<file path="config.mk">
export PLATFORM = sky130hd
export DESIGN_NAME = mac_accum
export DESIGN_NICKNAME = d
export VERILOG_FILES = /design/src/rtl/mac_accum.sv
export SDC_FILE = /design/constraint.sdc
export NUM_CORES = 1
export LEC_CHECK = 0
export BUFFER_PORTS_ARGS = -buffer_cell sky130_fd_sc_hd__buf_2
export CORE_MARGIN = 1.5
export CORE_UTILIZATION = 55
export DETAILED_ROUTE_END_ITERATION = 10
export PLACE_DENSITY_LB_ADDON = 0.05
export SYNTH_ARGS = -nofsm -noshare
export SYNTH_HDL_FRONTEND = slang
export SYNTH_SLANG_ARGS = --single-unit
</file>
<file path="constraint.sdc">
create_clock -name clk -period 2.7 [get_ports clk]
set_clock_uncertainty 0.05 [all_clocks]
set_input_delay 0.135 -clock clk [delete_from_list [all_inputs] [get_ports clk]]
set_output_delay 0.135 -clock clk [all_outputs]
set_load 0.05 [all_outputs]
</file>
<file path="src/rtl/mac_accum.sv">
// Multiply-accumulate sequencer: sums N_TERMS signed +/- products into a registered result.
// Define MAC_ACCUM_SAT_EN to clamp each update and flag overflow; otherwise arithmetic wraps.
module mac_accum #(
  parameter int N_TERMS = 4,
  parameter int ACC_W   = 12
) (
  input  logic             clk,
  input  logic             rst,
  input  logic             clr,
  input  logic             prod_valid,
  input  logic [7:0]       prod,
  input  logic             prod_sub,
  output logic             in_ready,
  output logic [ACC_W-1:0] acc_out,
  output logic             out_valid,
  input  logic             out_ready,
  output logic [3:0]       term_cnt,
  output logic             overflow
);

  typedef enum logic [1:0] {IDLE, ACC, DONE} state_t;

  state_t           state, state_n;
  logic [ACC_W-1:0] acc, acc_n, base, upd;
  logic [3:0]       cnt, cnt_n, cnt_inc;
  logic             ovf, ovf_n, upd_ovf;
  logic             take;
  logic [ACC_W-1:0] prod_ext;

  assign in_ready  = (state != DONE);
  assign out_valid = (state == DONE);
  assign acc_out   = acc;
  assign term_cnt  = cnt;
  assign overflow  = ovf;

  assign take     = prod_valid && in_ready;
  assign cnt_inc  = cnt + 4'd1;
  assign prod_ext = {{(ACC_W-8){1'b0}}, prod};
  // The first term of a result always starts from zero.
  assign base     = (state == IDLE) ? '0 : acc;

`ifdef MAC_ACCUM_SAT_EN
  logic [ACC_W:0] wide;
  always_comb begin
    wide    = prod_sub ? ({base[ACC_W-1], base} - {1'b0, prod_ext})
                       : ({base[ACC_W-1], base} + {1'b0, prod_ext});
    upd     = wide[ACC_W-1:0];
    upd_ovf = 1'b0;
    // Extra sign bit disagreeing with the result MSB means the true sum left range.
    if (wide[ACC_W] != wide[ACC_W-1]) begin
      upd_ovf = 1'b1;
      upd     = wide[ACC_W] ? {1'b1, {(ACC_W-1){1'b0}}} : {1'b0, {(ACC_W-1){1'b1}}};
    end
  end
`else
  always_comb begin
    upd     = prod_sub ? (base - prod_ext) : (base + prod_ext);
    upd_ovf = 1'b0;
  end
`endif

  always_comb begin
    state_n = state;
    acc_n   = acc;
    cnt_n   = cnt;
    ovf_n   = ovf;
    if (clr) begin
      state_n = IDLE;
      acc_n   = '0;
      cnt_n   = '0;
      ovf_n   = 1'b0;
    end else begin
      case (state)
        IDLE: if (take) begin
          acc_n   = upd;
          cnt_n   = 4'd1;
          ovf_n   = upd_ovf;
          state_n = (N_TERMS == 1) ? DONE : ACC;
        end
        ACC: if (take) begin
          acc_n = upd;
          cnt_n = cnt_inc;
          ovf_n = ovf | upd_ovf;
          if (cnt_inc == 4'(N_TERMS)) state_n = DONE;
        end
        DONE: if (out_ready) begin
          state_n = IDLE;
          acc_n   = '0;
          cnt_n   = '0;
          ovf_n   = 1'b0;
        end
        default: begin
          state_n = IDLE;
          acc_n   = '0;
          cnt_n   = '0;
          ovf_n   = 1'b0;
        end
      endcase
    end
  end

  always_ff @(posedge clk or posedge rst) begin
    if (rst) begin
      state <= IDLE;
      acc   <= '0;
      cnt   <= '0;
      ovf   <= 1'b0;
    end else begin
      state <= state_n;
      acc   <= acc_n;
      cnt   <= cnt_n;
      ovf   <= ovf_n;
    end
  end

endmodule
</file>
==> results of run 1 <==
critical path, cell delays in order, from the launching register on:
cell	delay, ns
dfrtp_1	0.49
o21ai_0	0.34
inv_1	0.09
ha_1	0.29
nor2b_4	0.14
o2111ai_2	0.12
a31oi_1	0.30
o21ai_1	0.13
a21o_1	0.19
a32o_1	0.24
layer usage:
metal  vias up  part of all wire [%]
met1       655                    47
met3         2                   5.3
met4         0                  0.73
met2        43                    47
met5         -                     0
li1        703                     -
report_power, final:
part	switching, mW	internal [mW]	total [mW]
registers	0.0178	0.291	0.308
clock network	0.0974	0.0522	0.150
logic	0.198	0.104	0.302
worst max-delay path by stage:
stage          startpoint     endpoint  slack [ns]
2_1_floorplan    state[0]   acc_out[7]        0.35
3_3_place_gp      prod[0]  acc_out[11]        0.23
3_5_place_dp      prod[0]   acc_out[7]        0.14
4_1_cts          state[0]   acc_out[7]        0.22
5_1_grt          state[0]  acc_out[10]        0.04
6_report         state[0]   acc_out[7]        0.21
cells by family (layout without fill, tap and decap cells):
logic type | count (synthesis) | in the layout | share of synthesized area, %
compound gates | 53 | 53 | 21.3
fa+ha+maj | 15 | 15 | 12.2
buf+inv | 18 | 50 | 6.26
mux | 3 | 3 | 1.95
simple gates | 60 | 60 | 20.6
other cells | 1 | 1 | 0.234
flops | 18 | 18 | 28.1
xor+xnor | 16 | 16 | 9.23
metrics by stage:
stage | power (mW) | hold WS [ns] | cell area, sq um
5_1_grt | 0.797 | 0.0192 | 1790
3_5_place_dp | 0.614 | 0.251 | 1750
4_1_cts | 0.760 | 0.00749 | 1790
6_report | 0.760 | 0.00234 | 1790
2_1_floorplan | 0.546 | 0.0236 | 1600
3_3_place_gp | 0.607 | 0.237 | 1750
layout by cell type, fill, tap and decap left out, types with 2 or more instances in the layout:
master         count
a32o_1             2
o21ai_0           18
inv_1             13
nand2_1           18
dlygate4sd3_1      2
dfrtp_1           18
nor2_1            12
clkbuf_4           3
mux2i_1            2
buf_2             31
nor2b_1           11
a21o_1             2
a31oi_1            3
o21ai_1            3
xor2_1             6
nand3_1            4
xnor2_1            9
nand2b_1           3
nor3_1             2
a21o_2             2
ha_1              14
a21oi_1           12
and3_1             2
o211ai_1           2
final cells by class:
cell class	instances	share of cell area, %
inverters	13	2.72
clock buffers	3	1.26
repair buffers	34	10.2
multi-input cells	148	58.5
well taps	31	2.16
flip-flops and latches	18	25.1
state kept, by name (all words and copies together) (netlist names):
name and flops:
state 2, acc_out 12, term_cnt 4
==> flow_summary.json, run 1 <==
{
  "p_per_area_mw_per_mm2": 424,
  "outcome": "completed",
  "ys_types": 46,
  "met1_usage_pct": 31.0,
  "grt.overflow.total": 0,
  "gp_congestion": 0.820,
  "yosys_warnings": 0,
  "finalSetupViolations": 0,
  "fmax_ghz": 0.402,
  "grt_max_degree": 19,
  "synth_top_flop_cell": "dfrtp_1",
  "final_util_pct": 65.0,
  "crit_arrival_ns": 2.65,
  "netlist_area_sq_mm": 0.00160,
  "cts_setup_buffers": 0,
  "cts_tree": "yes",
  "clock_latency_ns": 0.31,
  "period_needed_ns": 2.49,
  "worstHoldStart": "clr",
  "fin_tns_setup_ns": 0,
  "syn_avg_cell_area_sq_um": 8.70,
  "final-hold-violation-count": 0,
  "h-tree-depth": 1,
  "startpoint_type": "flop",
  "cap_viol_max_count": 0,
  "path_max_fanout": 10,
  "grtUsageMet2_pct": 41.9,
  "die_x_um": 56.9,
  "drive_above_1_share_pct": 22.2,
  "area_growth_pct": 12.0,
  "start_util_pct": 58.0,
  "insertedDiodeCount": 0,
  "hold_end": "state[1]",
  "antenna_found_initial": 0,
  "fin_cells": 247,
  "port_buffers": 31,
  "wl_per_cell_um": 14.5,
  "ctsResizeCount": 0,
  "hp-class": "in2reg",
  "clk_pin_slew_ns": 0.12,
  "synth-seq-cells": 18,
  "r2r-end": "acc_out[7]",
  "synthTopCellsByArea": "dfrtp_1, ha_1, o21ai_0",
  "dp_cells": 242,
  "worst_pin_slew_ns": 0.753,
  "critPathCaptureType": "flop",
  "dp_slack_ns": 0.139,
  "async_flop_share_pct": 100,
  "viasPerCell": 5.68,
  "setup_slack_ns": 0.213,
  "maxSlewViolCount": 0,
  "synth_edf_count": 0,
  "cts_buffers": 3,
  "max_slew_margin_pct": 49.8,
  "post-route-period-util_pct": 92.1,
  "grt_busiest_layer": "met2",
  "io_pins": 33,
  "synth_common_cells": "dfrtp_1, nand2_1, o21ai_0",
  "irDropWorstVdd_mv": 0.334,
  "hpwl_um": 2670,
  "clock-sinks": 18,
  "drc_errors": 0,
  "n_fill_cell": 242,
  "grt_usage_pct": 24.4,
  "rr_worst_depth": 9,
  "synth_top_area_share_pct": 28.1,
  "postCtsHoldBufs": 2,
  "hold_depth": 2,
  "fin_nets": 247,
  "syn-instance-count": 184,
  "drt_iter0_markers": 56,
  "worst-r2r-setup-slack_ns": 0.21,
  "grt_pass1_wl_um": 6140,
  "drtPass1Iterations": 4,
  "synth_nets": 213,
  "rsz0062_at_grt": "false",
  "crit_type": "reg2reg",
  "grt_pass1_vias": 1396,
  "coreArea_sq_mm": 0.00276,
  "clk_path_buf_depth": 2,
  "met3_usage_pct": 3.63,
  "ys_seq_area_share_pct": 28.1,
  "dieArea_sq_mm": 0.00324,
  "wl_um": 3570,
  "die_y_um": 56.9,
  "drtAntennaViolNets": 0,
  "leakage_nw": 0.900,
  "critical_path_required_ns": 2.86,
  "rows": 19,
  "clockRootBuffer": "clkbuf_4",
  "reg2reg_from": "state[0]",
  "vias": 1403,
  "yosys.area.top_type": "dfrtp_1",
  "multi_input_area_sq_mm": 0.00105,
  "register_area_sq_um": 450
}
(Power assumes the default switching activity.)
==> run 2, diff against run 1 <==
--- a/config.mk
+++ b/config.mk
@@ -10,4 +10,5 @@
 export CORE_UTILIZATION = 55
 export DETAILED_ROUTE_END_ITERATION = 10
+export HOLD_SLACK_MARGIN = 0.02
 export PLACE_DENSITY_LB_ADDON = 0.05
 export SYNTH_ARGS = -nofsm -noshare
==> constraint.sdc (replaced) <==
create_clock -name clk -period 2.7 [get_ports clk]
set_clock_uncertainty 0.05 [all_clocks]
set_input_delay 0.405 -clock clk [delete_from_list [all_inputs] [get_ports clk]]
set_output_delay 0.405 -clock clk [all_outputs]
set_load 0.05 [all_outputs]
==> flow_summary.json, run 2 (synthesized netlist as in run 1, its figures left out) <==
{
  "grt_pass1_vias": 1457,
  "p_per_area_mw_per_mm2": 438,
  "maxSlewViolCount": 0,
  "final_cell_mix": "buf_2, nand2_1, o21ai_0, dfrtp_1, ha_1",
  "drive_above_1_share_pct": 25.6,
  "slowest_delay_ns": 0.50,
  "crit_type": "reg2reg",
  "fin_tns_setup_ns": 0,
  "port_buffers": 31,
  "leakage_nw": 0.938,
  "register_area_sq_um": 450,
  "drt_iter0_markers": 59,
  "coreArea_sq_mm": 0.00276,
  "viasPerCell": 5.71,
  "final-hold-violation-count": 0,
  "multi_input_area_sq_mm": 0.00105,
  "cap_viol_max_count": 0,
  "irDropWorstVdd_mv": 0.428,
  "wl_um": 3610,
  "insertedDiodeCount": 0,
  "grt_max_degree": 19,
  "final_common_cell": "buf_2",
  "die_x_um": 56.9,
  "rsz0062_at_grt": "false",
  "ctsResizeCount": 0,
  "postCtsHoldBufs": 0,
  "dieArea_sq_mm": 0.00324,
  "h-tree-depth": 1,
  "fin_nets": 253,
  "path_max_fanout": 10,
  "area_growth_pct": 15.4,
  "clock-sinks": 18,
  "die_y_um": 56.9,
  "vias": 1451,
  "critical_path_required_ns": 2.86,
  "crit_start": "state[0]",
  "cts_setup_buffers": 0,
  "crit_arrival_ns": 2.66,
  "hp-class": "in2async",
  "drc_errors": 0,
  "hpwl_um": 2770,
  "io_pins": 33,
  "antenna_found_initial": 0,
  "critPathCaptureType": "flop",
  "period_needed_ns": 2.50,
  "clk_pin_slew_ns": 0.12,
  "start_util_pct": 58.0,
  "clock_latency_ns": 0.31,
  "n_fill_cell": 236,
  "max_slew_margin_pct": 51.5,
  "critPathSlowestCell": "dfrtp_1",
  "drtPass1Iterations": 4,
  "wl_per_cell_um": 14.2,
  "grt.overflow.total": 0,
  "power.total_mw": 0.809,
  "fmax_ghz": 0.400,
  "clockRootBuffer": "clkbuf_4",
  "rows": 19,
  "gp_congestion": 0.859,
  "cts_tree": "yes",
  "clk_path_buf_depth": 2,
  "outcome": "completed",
  "post-route-period-util_pct": 92.7,
  "crit_chain": "o21ai_0 > inv_1 > ha_1 > nor2b_4 > o2111ai_2 > a31oi_1 > o21ai_1 > a21o_1 > a32o_1",
  "grt_usage_pct": 24.1,
  "worst_pin_slew_ns": 0.727,
  "finalSetupViolations": 0,
  "reg2reg_from": "state[0]",
  "largest_reg_flops": 12,
  "fin_hold_ws_ns": 0.147,
  "drtAntennaViolNets": 0,
  "grt_pass1_wl_um": 6270,
  "cts_buffers": 3,
  "startpoint_type": "flop"
}
[run 2: changes by cell type in the layout (fill, tap and decap cells not counted)]
cell	delta
buf_4	+8
dlygate4sd3_1	-2
clkbuf_8	+1
[run 2: through the flow]
step / instance area [sq um] / setup WS (ns) / std cells / util [%]
final: 1850 / 0.197 / 254 / 67.0
after global placement: 1810 / -0.00418 / 250 / 65.7
after floorplan: 1600 / 0.253 / 184 / -
after global routing: 1850 / 0.0123 / 254 / 67.0
after detailed placement: 1810 / -0.0875 / 250 / 65.7
after CTS: 1850 / 0.202 / 254 / 67.0
[run 2: final timing paths]
check,endpoint,slack [ns],cells past startpoint
max,acc_out[7],0.20,9
min,term_cnt[0],0.15,2
max reg2reg,acc_out[7],0.20,9
min reg2reg,acc_out[0],0.46,2
max in group asynchronous,term_cnt[3],1.99,2
min in group clk,state[1],0.26,2
[run 2: cell type report]
cell class / count / area share, %
Multi-Input combinational cell: 148 / 56.8
Timing Repair Buffer: 40 / 12.1
Clock buffer: 4 / 1.96
Inverter: 13 / 2.64
Sequential cell: 18 / 24.4
Tap cell: 31 / 2.10
[run 2: critical path: cells and delay by family, from the launching register on]
family / cells / cell delay [ns]
DFF: 1 / 0.50
buffers and inverters: 1 / 0.09
adders and majority gates: 1 / 0.28
AOI/OAI and AO/OA: 6 / 1.34
and+or+nand+nor: 1 / 0.15
[run 2: layer usage]
metal,GRT usage [%],share of wire (%)
met3,2.72,3.4
met4,6.31,1.3
met2,43.2,49
met5,0,0
met1,30.9,46
[run 2: power by group]
part	total, mW	switching (mW)	internal [mW]	leakage (nW)
sequential	0.309	0.0188	0.291	0.241
combinational	0.321	0.204	0.117	0.676
clock	0.178	0.0960	0.0823	0.0210
==> run 3, diff against run 2 <==
- BUFFER_PORTS_ARGS: -buffer_cell sky130_fd_sc_hd__buf_2 -> unset
- CORE_UTILIZATION: 55 -> 63
- DONT_BUFFER_PORTS: unset -> 1
- PLACE_DENSITY: unset -> 0.77
- PLACE_DENSITY_LB_ADDON: 0.05 -> unset
- REMOVE_ABC_BUFFERS: unset -> 1
==> flow_summary.json, run 3 (synthesized netlist as in run 1, its figures left out) <==
{
  "grt_pass1_vias": 1344,
  "vias": 1342,
  "max_slew_margin_pct": 52.6,
  "clockRootBuffer": "clkbuf_4",
  "internal-power_mw": 0.475,
  "fmax_ghz": 0.404,
  "antenna_found_initial": 0,
  "fin_tns_setup_ns": 0,
  "hpwl_um": 2670,
  "crit_chain": "nor2_1 > buf_4 > nor2b_1 > ha_1 > o2111ai_2 > a31oi_1 > o21ai_1 > a21o_1 > a32o_1",
  "cts_tree": "yes",
  "startpoint_type": "flop",
  "post_dp_cell_area_sq_mm": 0.00168,
  "pwr-share-comb_pct": 33.9,
  "grt.overflow.total": 0,
  "critPathCaptureType": "flop",
  "switching_share_pct": 38.9,
  "start_util_pct": 65.8,
  "irDropWorstVdd_mv": 0.443,
  "power.total_mw": 0.778,
  "slowest_delay_ns": 0.51,
  "cts_buffers": 3,
  "post-route-period-util_pct": 91.6,
  "clk_path_buf_depth": 2,
  "wl_per_cell_um": 15.5,
  "grt_max_degree": 19,
  "drt_iter0_markers": 35,
  "viasPerCell": 5.96,
  "die_x_um": 53.4,
  "path_max_fanout": 10,
  "reg2reg_from": "state[0]",
  "power_switching_mw": 0.303,
  "p_per_area_mw_per_mm2": 454,
  "fin_nets": 225,
  "drive_above_1_share_pct": 14.9,
  "clock_latency_ns": 0.31,
  "worst-r2r-setup-slack_ns": 0.23,
  "h-tree-depth": 1,
  "drtAntennaViolNets": 0,
  "leakage_nw": 0.814,
  "largest_reg_flops": 12,
  "coreArea_sq_mm": 0.00243,
  "critical_path_required_ns": 2.86,
  "dieArea_sq_mm": 0.00285,
  "area_growth_pct": 7.04,
  "grt_usage_pct": 27.2,
  "maxSlewViolCount": 0,
  "worst_pin_slew_ns": 0.710,
  "crit_arrival_ns": 2.64,
  "rows": 18,
  "hp-class": "in2async",
  "grt_pass1_wl_um": 5540,
  "r2r-end": "acc_out[7]",
  "dp_cells": 221,
  "pwr-share-clk_pct": 23.1,
  "period_needed_ns": 2.47,
  "io_pins": 33,
  "cts_setup_buffers": 0,
  "rr_worst_depth": 9,
  "finalSetupViolations": 0,
  "die_y_um": 53.4,
  "outcome": "completed",
  "p_seq_share_pct": 42.9,
  "drc_errors": 0,
  "gp_congestion": 0.878,
  "final_cell_mix": "nand2_1, dfrtp_1, o21ai_0, ha_1, inv_1",
  "insertedDiodeCount": 0,
  "clock-sinks": 18,
  "rsz0062_at_grt": "false",
  "fin_cells": 225,
  "crit_type": "reg2reg",
  "critPathSlowestCell": "dfrtp_1",
  "clk_pin_slew_ns": 0.11,
  "wl_um": 3480,
  "final-hold-violation-count": 0,
  "drtPass1Iterations": 4,
  "cap_viol_max_count": 0,
  "port_buffers": 0,
  "design_area_sq_mm": 0.00171
}
[run 3: cell count changes in the layout (fill, tap and decap cells not counted), sizes merged]
| cell | before | now |
|---|---|---|
| buf | 40 | 12 |
[run 3: through the flow]
| stage | worst slack, ns | hold slack, ns | utilization [%] |
|---|---|---|---|
| floorplan | 0.253 | 0.294 | - |
| global placement | 0.0922 | 0.390 | 68.9 |
| detailed placement | -0.00524 | 0.405 | 68.9 |
| CTS | 0.164 | 0.0600 | 70.4 |
| global route | 0.0794 | 0.104 | 70.4 |
| finish | 0.226 | 0.0306 | 70.4 |
[run 3: power by group through the flow]
stage | registers, mW | clock network (mW) | logic, mW
after CTS | 0.334 | 0.182 | 0.264
after detailed placement | 0.339 | 0 | 0.263
after floorplan | 0.384 | 0 | 0.153
final | 0.334 | 0.180 | 0.264
after global routing | 0.337 | 0.189 | 0.289
after global placement | 0.338 | 0 | 0.256
[run 3: what timing repair did]
item / 4_1_cts / 5_1_grt
endpoints found under the hold margin: 0 / 0
resized for setup: 0 / 1
hold buffers: 0 / 0
setup endpoints to repair: 0 / 1
[run 3: area by class of cell]
| type | count | area [sq um] |
|---|---|---|
| Clock buffer | 4 | 36.3 |
| Fill cell | 205 | 719 |
| Inverter | 13 | 48.8 |
| Multi-Input combinational cell | 148 | 1050 |
| Sequential cell | 18 | 450 |
| Tap cell | 30 | 37.5 |
| Timing Repair Buffer | 12 | 90.1 |
[run 3: worst max path at each step]
stage                             end  cells past startpoint  startpoint
after floorplan            acc_out[7]                     11     prod[0]
after global placement     acc_out[7]                     11     prod[0]
after detailed placement   acc_out[7]                     11     prod[0]
after CTS                  acc_out[7]                      9    state[0]
after global routing      acc_out[11]                     10    state[0]
final                      acc_out[7]                      9    state[0]
[run 3: per-layer routing]
metal | share of wire, % | vias up | track usage, %
met4 | 1.5 | 0 | 10.3
met3 | 4.5 | 7 | 2.82
met1 | 43 | 638 | 32.0
li1 | - | 660 | -
met2 | 51 | 37 | 49.8
met5 | 0 | - | 0
[run 3: critical path: cells and delay by family (launching register included)]
family / cells / cell delay (ns)
AO/OA/AOI/OAI: 5 / 1.05
adder cells (fa/ha/maj): 1 / 0.38
buffers and inverters: 1 / 0.18
flip-flops: 1 / 0.51
AND/OR/NAND/NOR: 2 / 0.20
